**src/rtl/mic_frame_packer.sv**
```systemverilog
// Packs one multi-channel sample set per word-select period into a framed byte stream:
// HDR0 HDR1 CNT {ch0 hi, ch0 lo, ... } CSUM, with one pending set buffered behind the active one.
module mic_frame_packer #(
  parameter int         NUM_CH   = 7,
  parameter int         IN_WIDTH = 24,
  parameter logic [7:0] HDR0     = 8'hA5,
  parameter logic [7:0] HDR1     = 8'h5A
) (
  input  logic                         sys_clk,
  input  logic                         sys_rst,
  input  logic                         enable,
  input  logic                         sample_valid,
  input  logic [NUM_CH*IN_WIDTH-1:0]   sample_data,
  output logic [7:0]                   tx_data,
  output logic                         tx_valid,
  input  logic                         tx_ready,
  output logic                         busy,
  output logic                         frame_done,
  output logic [15:0]                  overrun_cnt
);

  localparam int BUF_W = NUM_CH * 16;
  localparam int IDX_W = (2 * NUM_CH > 2) ? $clog2(2 * NUM_CH) : 1;
  localparam logic [IDX_W-1:0] LAST_IDX = IDX_W'(2 * NUM_CH - 1);

  localparam logic [2:0] ST_IDLE  = 3'd0;
  localparam logic [2:0] ST_HDR_A = 3'd1;
  localparam logic [2:0] ST_HDR_B = 3'd2;
  localparam logic [2:0] ST_CNT   = 3'd3;
  localparam logic [2:0] ST_DATA  = 3'd4;
  localparam logic [2:0] ST_CSUM  = 3'd5;

  logic [2:0]       r_state;
  logic [BUF_W-1:0] r_pend;
  logic             r_pend_full;
  logic [BUF_W-1:0] r_act;
  logic [IDX_W-1:0] r_idx;
  logic [7:0]       r_cnt;
  logic [7:0]       r_csum;

  logic [BUF_W-1:0] w_trunc;
  logic [2:0]       w_state_nxt;
  logic [IDX_W-1:0] w_idx_nxt;
  logic [7:0]       w_byte_nxt;
  logic [7:0]       w_csum_sum;
  logic             w_accept;
  logic             w_take;
  logic             w_done;
  logic             w_write;

  // Keep the top 16 bits of every channel; plain truncation.
  for (genvar gk = 0; gk < NUM_CH; gk++) begin : g_trunc
    assign w_trunc[gk*16 +: 16] = sample_data[gk*IN_WIDTH + IN_WIDTH - 1 -: 16];
  end

  function automatic logic [7:0] data_byte(input logic [BUF_W-1:0] buf_v,
                                           input logic [IDX_W-1:0] idx);
    logic [15:0] word;
    int          ch;
    ch   = int'(idx) / 2;
    word = buf_v[ch*16 +: 16];
    data_byte = idx[0] ? word[7:0] : word[15:8];
  endfunction

  assign w_accept   = tx_valid && tx_ready;
  assign w_csum_sum = r_csum + tx_data;
  assign w_write    = sample_valid && enable && (!r_pend_full || w_take);

  // Next state and the byte presented in that state, so tx_data is registered.
  always_comb begin
    w_state_nxt = r_state;
    w_idx_nxt   = r_idx;
    w_byte_nxt  = tx_data;
    w_take      = 1'b0;
    w_done      = 1'b0;
    case (r_state)
      ST_IDLE: begin
        if (r_pend_full) begin
          w_take      = 1'b1;
          w_state_nxt = ST_HDR_A;
          w_byte_nxt  = HDR0;
        end else begin
          w_byte_nxt  = 8'h00;
        end
      end
      ST_HDR_A: begin
        if (w_accept) begin
          w_state_nxt = ST_HDR_B;
          w_byte_nxt  = HDR1;
        end else begin
          w_state_nxt = ST_HDR_A;
        end
      end
      ST_HDR_B: begin
        if (w_accept) begin
          w_state_nxt = ST_CNT;
          w_byte_nxt  = r_cnt;
        end else begin
          w_state_nxt = ST_HDR_B;
        end
      end
      ST_CNT: begin
        if (w_accept) begin
          w_state_nxt = ST_DATA;
          w_idx_nxt   = '0;
          w_byte_nxt  = data_byte(r_act, '0);
        end else begin
          w_state_nxt = ST_CNT;
        end
      end
      ST_DATA: begin
        if (w_accept && (r_idx == LAST_IDX)) begin
          w_state_nxt = ST_CSUM;
          w_byte_nxt  = w_csum_sum;
        end else if (w_accept) begin
          w_idx_nxt   = r_idx + 1'b1;
          w_byte_nxt  = data_byte(r_act, r_idx + 1'b1);
        end else begin
          w_state_nxt = ST_DATA;
        end
      end
      ST_CSUM: begin
        if (w_accept) begin
          w_state_nxt = ST_IDLE;
          w_byte_nxt  = 8'h00;
          w_done      = 1'b1;
        end else begin
          w_state_nxt = ST_CSUM;
        end
      end
      default: begin
        w_state_nxt = ST_IDLE;
        w_byte_nxt  = 8'h00;
      end
    endcase
  end

  // Frame sequencing, buffers, checksum and output registers.
  always_ff @(posedge sys_clk) begin
    if (sys_rst) begin
      r_state     <= ST_IDLE;
      r_pend      <= '0;
      r_pend_full <= 1'b0;
      r_act       <= '0;
      r_idx       <= '0;
      r_cnt       <= 8'h00;
      r_csum      <= 8'h00;
      tx_data     <= 8'h00;
      tx_valid    <= 1'b0;
      busy        <= 1'b0;
      frame_done  <= 1'b0;
      overrun_cnt <= 16'h0000;
    end else begin
      r_state    <= w_state_nxt;
      r_idx      <= w_idx_nxt;
      tx_data    <= w_byte_nxt;
      tx_valid   <= (w_state_nxt != ST_IDLE);
      busy       <= (w_state_nxt != ST_IDLE);
      frame_done <= w_done;
      if (w_done) begin
        r_cnt <= r_cnt + 8'd1;
      end
      if (w_take) begin
        r_act  <= r_pend;
        r_csum <= 8'h00;
      end else if (w_accept && ((r_state == ST_CNT) || (r_state == ST_DATA))) begin
        r_csum <= w_csum_sum;
      end
      // A set arriving while IDLE drains pending lands in the freed slot, not an overrun.
      if (w_write) begin
        r_pend      <= w_trunc;
        r_pend_full <= 1'b1;
      end else begin
        if (w_take) begin
          r_pend_full <= 1'b0;
        end
        if (sample_valid && enable && (overrun_cnt != 16'hFFFF)) begin
          overrun_cnt <= overrun_cnt + 16'd1;
        end
      end
    end
  end

endmodule
```
**config.mk**
```make
export PLATFORM = sky130hd
export DESIGN_NAME = mic_frame_packer
export DESIGN_NICKNAME = d
export VERILOG_FILES = /design/src/rtl/mic_frame_packer.sv
export SDC_FILE = /design/constraint.sdc
export NUM_CORES = 1
export LEC_CHECK = 0
export ABC_AREA = 0
export BUFFER_PORTS_ARGS = -buffer_cell sky130_fd_sc_hd__buf_2
export CAP_MARGIN = 40
export CORE_AREA = 2 2 186 142
export DETAILED_ROUTE_END_ITERATION = 16
export DIE_AREA = 0 0 188 144
export PLACE_DENSITY = 0.66
export SYNTH_ARGS = -nofsm -noshare
export SYNTH_HDL_FRONTEND = slang
export SYNTH_SLANG_ARGS = --single-unit
```
**constraint.sdc**
```tcl
create_clock -name sys_clk -period 5.3 [get_ports sys_clk]
set_clock_uncertainty 0.15 [all_clocks]
set_input_delay 0.53 -clock sys_clk [delete_from_list [all_inputs] [get_ports sys_clk]]
set_output_delay 0.53 -clock sys_clk [all_outputs]
set_load 0.03 [all_outputs]
```
==> run_results.csv, run 1 <==
group,metric,value,unit
cts,clock-root-buffer,"clkbuf_16",
floorplanning,coreArea,25500,um^2
yosys,yosysMostFrequentCell,"nand2_1",
cts,insertion_delay,560,ps
drt,drt_iter0_markers,874,
power_and_ir_drop,p_clk_frac,0.450,
setup_path,crit_required,5590,ps
hold_path,worstHoldStart,"sample_data[160]",
global_route,grt_pass1_wl,45.9,mm
drt,vias_per_cell,5.24,
global_route,grt_max_degree,188,
drt,via_count,9633,
final_layout,design_area,13200,um^2
placed_design,hpwl,19.8,mm
yosys,yosys.area.top_type,"dfxtp_1",
placed_design,place_congestion,0.865,
sta,max_freq,319,MHz
cts,cts_tree,"done",
power_and_ir_drop,p_sw,1.10,mW
cts,cts.sinks,274,
final_layout,n_antenna_cell,0,
setup_path,worstPathCellList,"ha_1, inv_1, mux4_1, mux4_2, a221oi_2, nor2b_1",
setup_path,cp_slowest_stage_delay,650,ps
yosys,async_reset_ff_frac,0,
yosys,synth_adder_area_share,0.0151,
cts,htreeDepth,1,
setup_path,startpoint,"r_idx[0]$_SDFFE_PP0P_",
global_route,grt_pass1_vias,8771,
power_and_ir_drop,cellInternalPower,3.45,mW
yosys,avgSynthCellArea,8.10,um^2
yosys,synth-simple-area-share,0.212,
yosys,yosys_register_bits,274,
setup_path,cp_num_buf_inv,1,
run,max-cap-violations,0,
yosys,synth_compound_area_frac,0.154,
yosys,synth_fp_nets,1567,
yosys,yosysSeqAreaShare,0.490,
cts,hold_buffers,0,
yosys,synth_top_family_by_area,"simple AND/OR/NAND/NOR gates",
cts,path_clk_slew,60,ps
floorplanning,fp.dieH,144,um
floorplanning,io_pins,200,
sta,timing.final.hold_violations,0,
sta,period_share,0.592,
setup_path,crit_type,"flop to flop",
cts,numCtsBuffers,28,
power_and_ir_drop,pwr-share-seq,0.477,
setup_path,rr_startpoint,"r_idx[0]$_SDFFE_PP0P_",
sta,rsz0062_at_grt,"false",
final_layout,area_growth,17.4,%
yosys,synth-main-ff-cell,"dfxtp_1",
drt,remaining_drc_errors,0,
drt,ant_nets,0,
floorplanning,dieArea,27100,um^2
drt,drt_first_pass_iters,6,
yosys,ys_warn_count,0,
power_and_ir_drop,power_leakage,4.76,nW
hold_path,hold_class,"input port to flop",
setup_path,crit_path_end_kind,"flop",
status,run_status,"complete, no violations",
final_layout,layout.nets,1656,
global_route,overflow,0,
sta,tightest_slew,898,ps
setup_path,critPathTopFamily,"multiplexers",
power_and_ir_drop,p_comb_frac,0.074,
sta,setup_viol,0,
yosys,muxShareOfSynthArea,0.0642,
global_route,grt_usage,0.209,
setup_path,cp_slowest_cell,"mux4_1",
cts,clockBufferDepth,3,
floorplanning,rows,51,
power_and_ir_drop,swShare,0.242,
yosys,syn_area,11200,um^2
floorplanning,start_util,0.440,
yosys,yosys.area_share.xor_xnor,0.0257,
placed_design,place_area,12200,um^2
floorplanning,die_width,188,um
yosys,synth.area.top_cells,"dfxtp_1 49%, nand2_1 16%, a21oi_1 11%",
yosys,synth_edf_count,0,
setup_path,start_kind,"flop",
setup_path,cp.arrival,3420,ps
placed_design,io_buffers,143,
drt,postRouteWirelength,28.6,mm
yosys,ys_types,58,
yosys,synth_common_cells,"481 x nand2_1, 274 x dfxtp_1, 249 x a21oi_1, 73 x clkbuf_1, 53 x nor2_1",
sta,min_period,3140,ps
power_and_ir_drop,vdd_ir_drop_max,279,uV
setup_path,path_max_fanout,12,
cts,post_cts_buffers,0,
sta,worst_slew_margin_rel,0.401,
yosys,synth_top_area_share,0.490,
drt,wl_per_cell,15.6,um
sta,tns,0,ps
cts,post_cts_resized,0,
yosys,synthCells,1382,
sta,drv_slew,0,
power_and_ir_drop,pwr_density_cell,346,nW/um^2
final_layout,drive_above_1_share,0.160,
global_route,antenna_found_initial,0,
-- cell usage in the layout, fill, tap and decap left out, drive strengths merged, types with 2 or more instances in the layout --
| cell type | count |
|---|---|
| mux2i | 25 |
| xor2 | 21 |
| nor4 | 3 |
| buf | 155 |
| inv | 8 |
| a221oi | 8 |
| nand2 | 481 |
| o21ai | 19 |
| o211ai | 4 |
| xnor2 | 11 |
| clkbuf | 39 |
| nand3b | 2 |
| nor3b | 2 |
| dfxtp | 274 |
| clkinvlp | 2 |
| nor2b | 7 |
| clkinv | 8 |
| or2 | 4 |
| a22oi | 5 |
| nor2 | 54 |
| o2bb2ai | 5 |
| nand4 | 10 |
| a211oi | 5 |
| nand2b | 2 |
| bufinv | 3 |
| and3 | 2 |
| mux4 | 17 |
| mux2 | 7 |
| a2bb2oi | 2 |
| nor3 | 9 |
| a21o | 3 |
| nand3 | 18 |
| ha | 11 |
| a21oi | 249 |
| o221ai | 3 |
-- cell families (layout without fill, tap and decap cells) --
kind of cell,after synthesis,after routing
compound gates,313,313
mux,49,49
buf+inv,104,215
xor+xnor,32,32
flops,274,274
simple gates,597,597
fa+ha+maj,13,13
-- cell type report --
class	instances	area (um^2)
flip-flops and latches	274	5490
repair buffers	155	897
multi-input cells	1004	5330
inverters	8	30.0
well taps	344	430
clock buffers	39	802
fillers	2451	12300
clock inverters	13	176
-- through the flow --
step	instances	util	setup WS [ps]	total power [mW]	hold WS, ps
after floorplan	1382	-	2840	2.42	282
after global placement	1781	0.475	1960	2.54	290
after detailed placement	1785	0.478	2160	2.55	294
after CTS	1837	0.517	2160	4.60	38.6
after global routing	1837	0.517	1960	4.73	48.1
final	1837	0.517	2160	4.55	57.4
-- worst paths after layout --
kind	end	cells past startpoint	slack, ps
setup / recovery	tx_data[5]$_SDFFE_PP0P_	6	2160
hold reg to reg	r_act[2]$_SDFFE_PP0P_	2	290
hold / removal	r_pend[104]$_SDFFE_PP0P_	3	60
setup reg to reg	tx_data[5]$_SDFFE_PP0P_	6	2160
-- tightest hold or removal path, delay by kind of cell --
| kind | cells | cell delay (ps) |
|---|---|---|
| simple gates | 1 | 50 |
| buf+inv | 1 | 90 |
| compound gates | 1 | 50 |
-- registers in the layout, indices dropped and copies added, names as in the netlist, 3 cells and up --
name and count:
r_act 112, r_idx 4, r_pend 112, overrun_cnt 16, r_cnt 8, r_csum 8
r_state 3, tx_data 8
-- metal layers --
metal | track usage | up-vias | routed length, um
met5 | 0 | - | 0
met4 | 0.0419 | 0 | 419
met3 | 0.0318 | 29 | 1890
met2 | 0.307 | 272 | 12000
met1 | 0.322 | 4522 | 14300
li1 | - | 4810 | -
-- power groups by stage --
stage	combinational, mW	sequential (mW)	clock (mW)
3_3_place_gp	0.323	2.21	0
3_5_place_dp	0.336	2.22	0
5_1_grt	0.375	2.18	2.18
4_1_cts	0.337	2.17	2.09
6_report	0.336	2.17	2.05
2_1_floorplan	0.217	2.21	0
(Power assumes the default switching activity.)
==> run 2, diff against run 1 <==
Clock period 5.3 ns to 3.1 ns, I/O delays scaled along.
==> run 2 against run 1 <==
Sequential share of layout area is 3.2 points lower. Critical path type unchanged. Combinational power grew 110%. Register-to-register slack worse by 1800 ps. Clock-buffer cell count fell by 7. First-iteration DRC count increased by 4.7%.
==> run_results.csv, run 2 (same netlist as run 1, synthesis figures left out) <==
group,metric,value,unit
status,run_status,"complete, no violations",
sta,fin_ws,324,ps
cts,post_cts_buffers,0,
final_layout,layout.nets,1778,
sta,timing.final.hold_violations,0,
placed_design,place_congestion,0.879,
global_route,grt.busiest_layer,"met1",
cts,cts.sinks,274,
setup_path,cp_slowest_cell,"mux4_2",
drt,ant_nets,0,
sta,rsz0062_at_grt,"false",
sta,tns,0,ps
setup_path,cp.arrival,3030,ps
drt,drt_iter0_markers,915,
final_layout,fillerInstances,2387,
cts,clockBufferDepth,3,
global_route,grt_usage,0.220,
cts,path_clk_slew,70,ps
power_and_ir_drop,power,7.73,mW
setup_path,critPathTopFamily,"compound AO/OA/AOI/OAI gates",
final_layout,final_cell_mix,"481 x nand2_1, 274 x dfxtp_1, 249 x a21oi_1",
placed_design,dpl_worst_slack,390,ps
final_layout,n_antenna_cell,0,
floorplanning,rows,51,
global_route,overflow,0,
setup_path,cp_num_buf_inv,3,
floorplanning,fp.dieH,144,um
setup_path,worstPathCellList,"inv_1, ha_1, inv_1, buf_4, mux4_2, o311ai_1, a221oi_2",
floorplanning,dieArea,27100,um^2
setup_path,path_max_fanout,23,
sta,max_freq,360,MHz
drt,wl_per_cell,15.4,um
final_layout,multiInputGateArea,5330,um^2
placed_design,hpwl,19.5,mm
final_layout,design_area,14300,um^2
placed_design,dp.cells,1792,
cts,clock-root-buffer,"clkbuf_16",
drt,remaining_drc_errors,0,
hold_path,hold_class,"input port to flop",
global_route,grt_util_met1,0.333,
final_layout,regArea,5490,um^2
power_and_ir_drop,pwr_density_cell,543,nW/um^2
global_route,globalRouteMet2Util,0.331,
drt,vias_per_cell,5.19,
sta,min_period,2780,ps
placed_design,io_buffers,143,
global_route,grt_use_met3,0.0325,
global_route,grt_max_degree,161,
final_layout,final_cells,1956,
final_layout,reg_top3,"r_act x112, r_pend x112, overrun_cnt x16",
global_route,grt_pass1_vias,9268,
drt,postRouteWirelength,30.1,mm
cts,numCtsBuffers,26,
cts,insertion_delay,540,ps
setup_path,crit_path_end_kind,"flop",
placed_design,place_area,12200,um^2
global_route,antenna_found_initial,0,
sta,tightest_slew,793,ps
drt,via_count,10100,
setup_path,crit_type,"flop to flop",
floorplanning,die_width,188,um
power_and_ir_drop,vdd_ir_drop_max,421,uV
final_layout,final_common_cell,"nand2_1",
sta,worst_slew_margin_rel,0.466,
final_layout,drive_above_1_share,0.151,
floorplanning,io_pins,200,
sta,period_share,0.896,
setup_path,cp_slowest_stage_delay,570,ps
power_and_ir_drop,power_leakage,5.25,nW
setup_path,start_kind,"flop",
floorplanning,start_util,0.440,
run,max-cap-violations,0,
drt,drt_first_pass_iters,5,
cts,htreeDepth,1,
sta,setup_viol,0,
setup_path,crit_required,3350,ps
setup_path,crit_path_frequent_cell,"inv_1",
global_route,grt_pass1_wl,48.4,mm
final_layout,area_growth,27.3,%
sta,drv_slew,0,
cts,cts_tree,"done",
floorplanning,coreArea,25500,um^2
run 2: cell types whose count changed in the layout (fill, tap and decap cells not counted), moves of 2 or more:
cell and delta:
clkinv_2 +3, buf_4 +8, buf_16 -3, clkbuf_16 -2
buf_12 +2, clkinvlp_4 -2, clkbuf_1 -2, dlygate4sd3_1 +117
clkbuf_8 -3
run 2: area by class of cell:
| class | count | share of cell area |
|---|---|---|
| clock buffers | 32 | 0.0493 |
| clock inverters | 15 | 0.0133 |
| inverters | 8 | 0.00211 |
| multi-input cells | 1004 | 0.374 |
| flip-flops and latches | 274 | 0.385 |
| well taps | 344 | 0.0302 |
| repair buffers | 279 | 0.146 |
run 2: worst paths after layout:
check                                from  slack, ps                 endpoint  cells past startpoint
setup / recovery    r_idx[1]$_SDFFE_PP0P_        320  tx_data[6]$_SDFFE_PP0P_                      7
hold / removal                   tx_ready        140    r_state[1]$_SDFF_PP0_                      4
setup reg to reg    r_idx[1]$_SDFFE_PP0P_        320  tx_data[6]$_SDFFE_PP0P_                      7
hold reg to reg   r_pend[68]$_SDFFE_PP0P_        300   r_act[68]$_SDFFE_PP0P_                      2
run 2: per-stage QoR:
| stage | util | hold WS (ps) |
|---|---|---|
| global route | 0.560 | 185 |
| detailed placement | 0.479 | 295 |
| floorplan | - | 282 |
| finish | 0.560 | 145 |
| global placement | 0.479 | 292 |
| CTS | 0.560 | 129 |
run 2: routing by layer:
metal  wire, um  part of all wire
met5          0                 0
met3       1980             0.066
met1      14800              0.49
met4        521             0.017
met2      12800              0.42
run 2: worst min-delay path, delay by kind of cell:
family,cells,cell delay [ps]
buffers and inverters,1,120
AND/OR/NAND/NOR,2,220
XOR/XNOR,1,140
run 2: what timing repair did:
item	CTS	global route
hold buffers	117	0
resized for setup	0	0
endpoints found under the hold margin	135	0
run 2: where the power goes:
| group | internal [mW] | switching [mW] | total (mW) | leakage [nW] |
|---|---|---|---|---|
| Sequential | 3.63 | 0.0864 | 3.71 | 2.22 |
| Combinational | 0.295 | 0.393 | 0.689 | 2.58 |
| Clock | 1.95 | 1.38 | 3.33 | 0.448 |
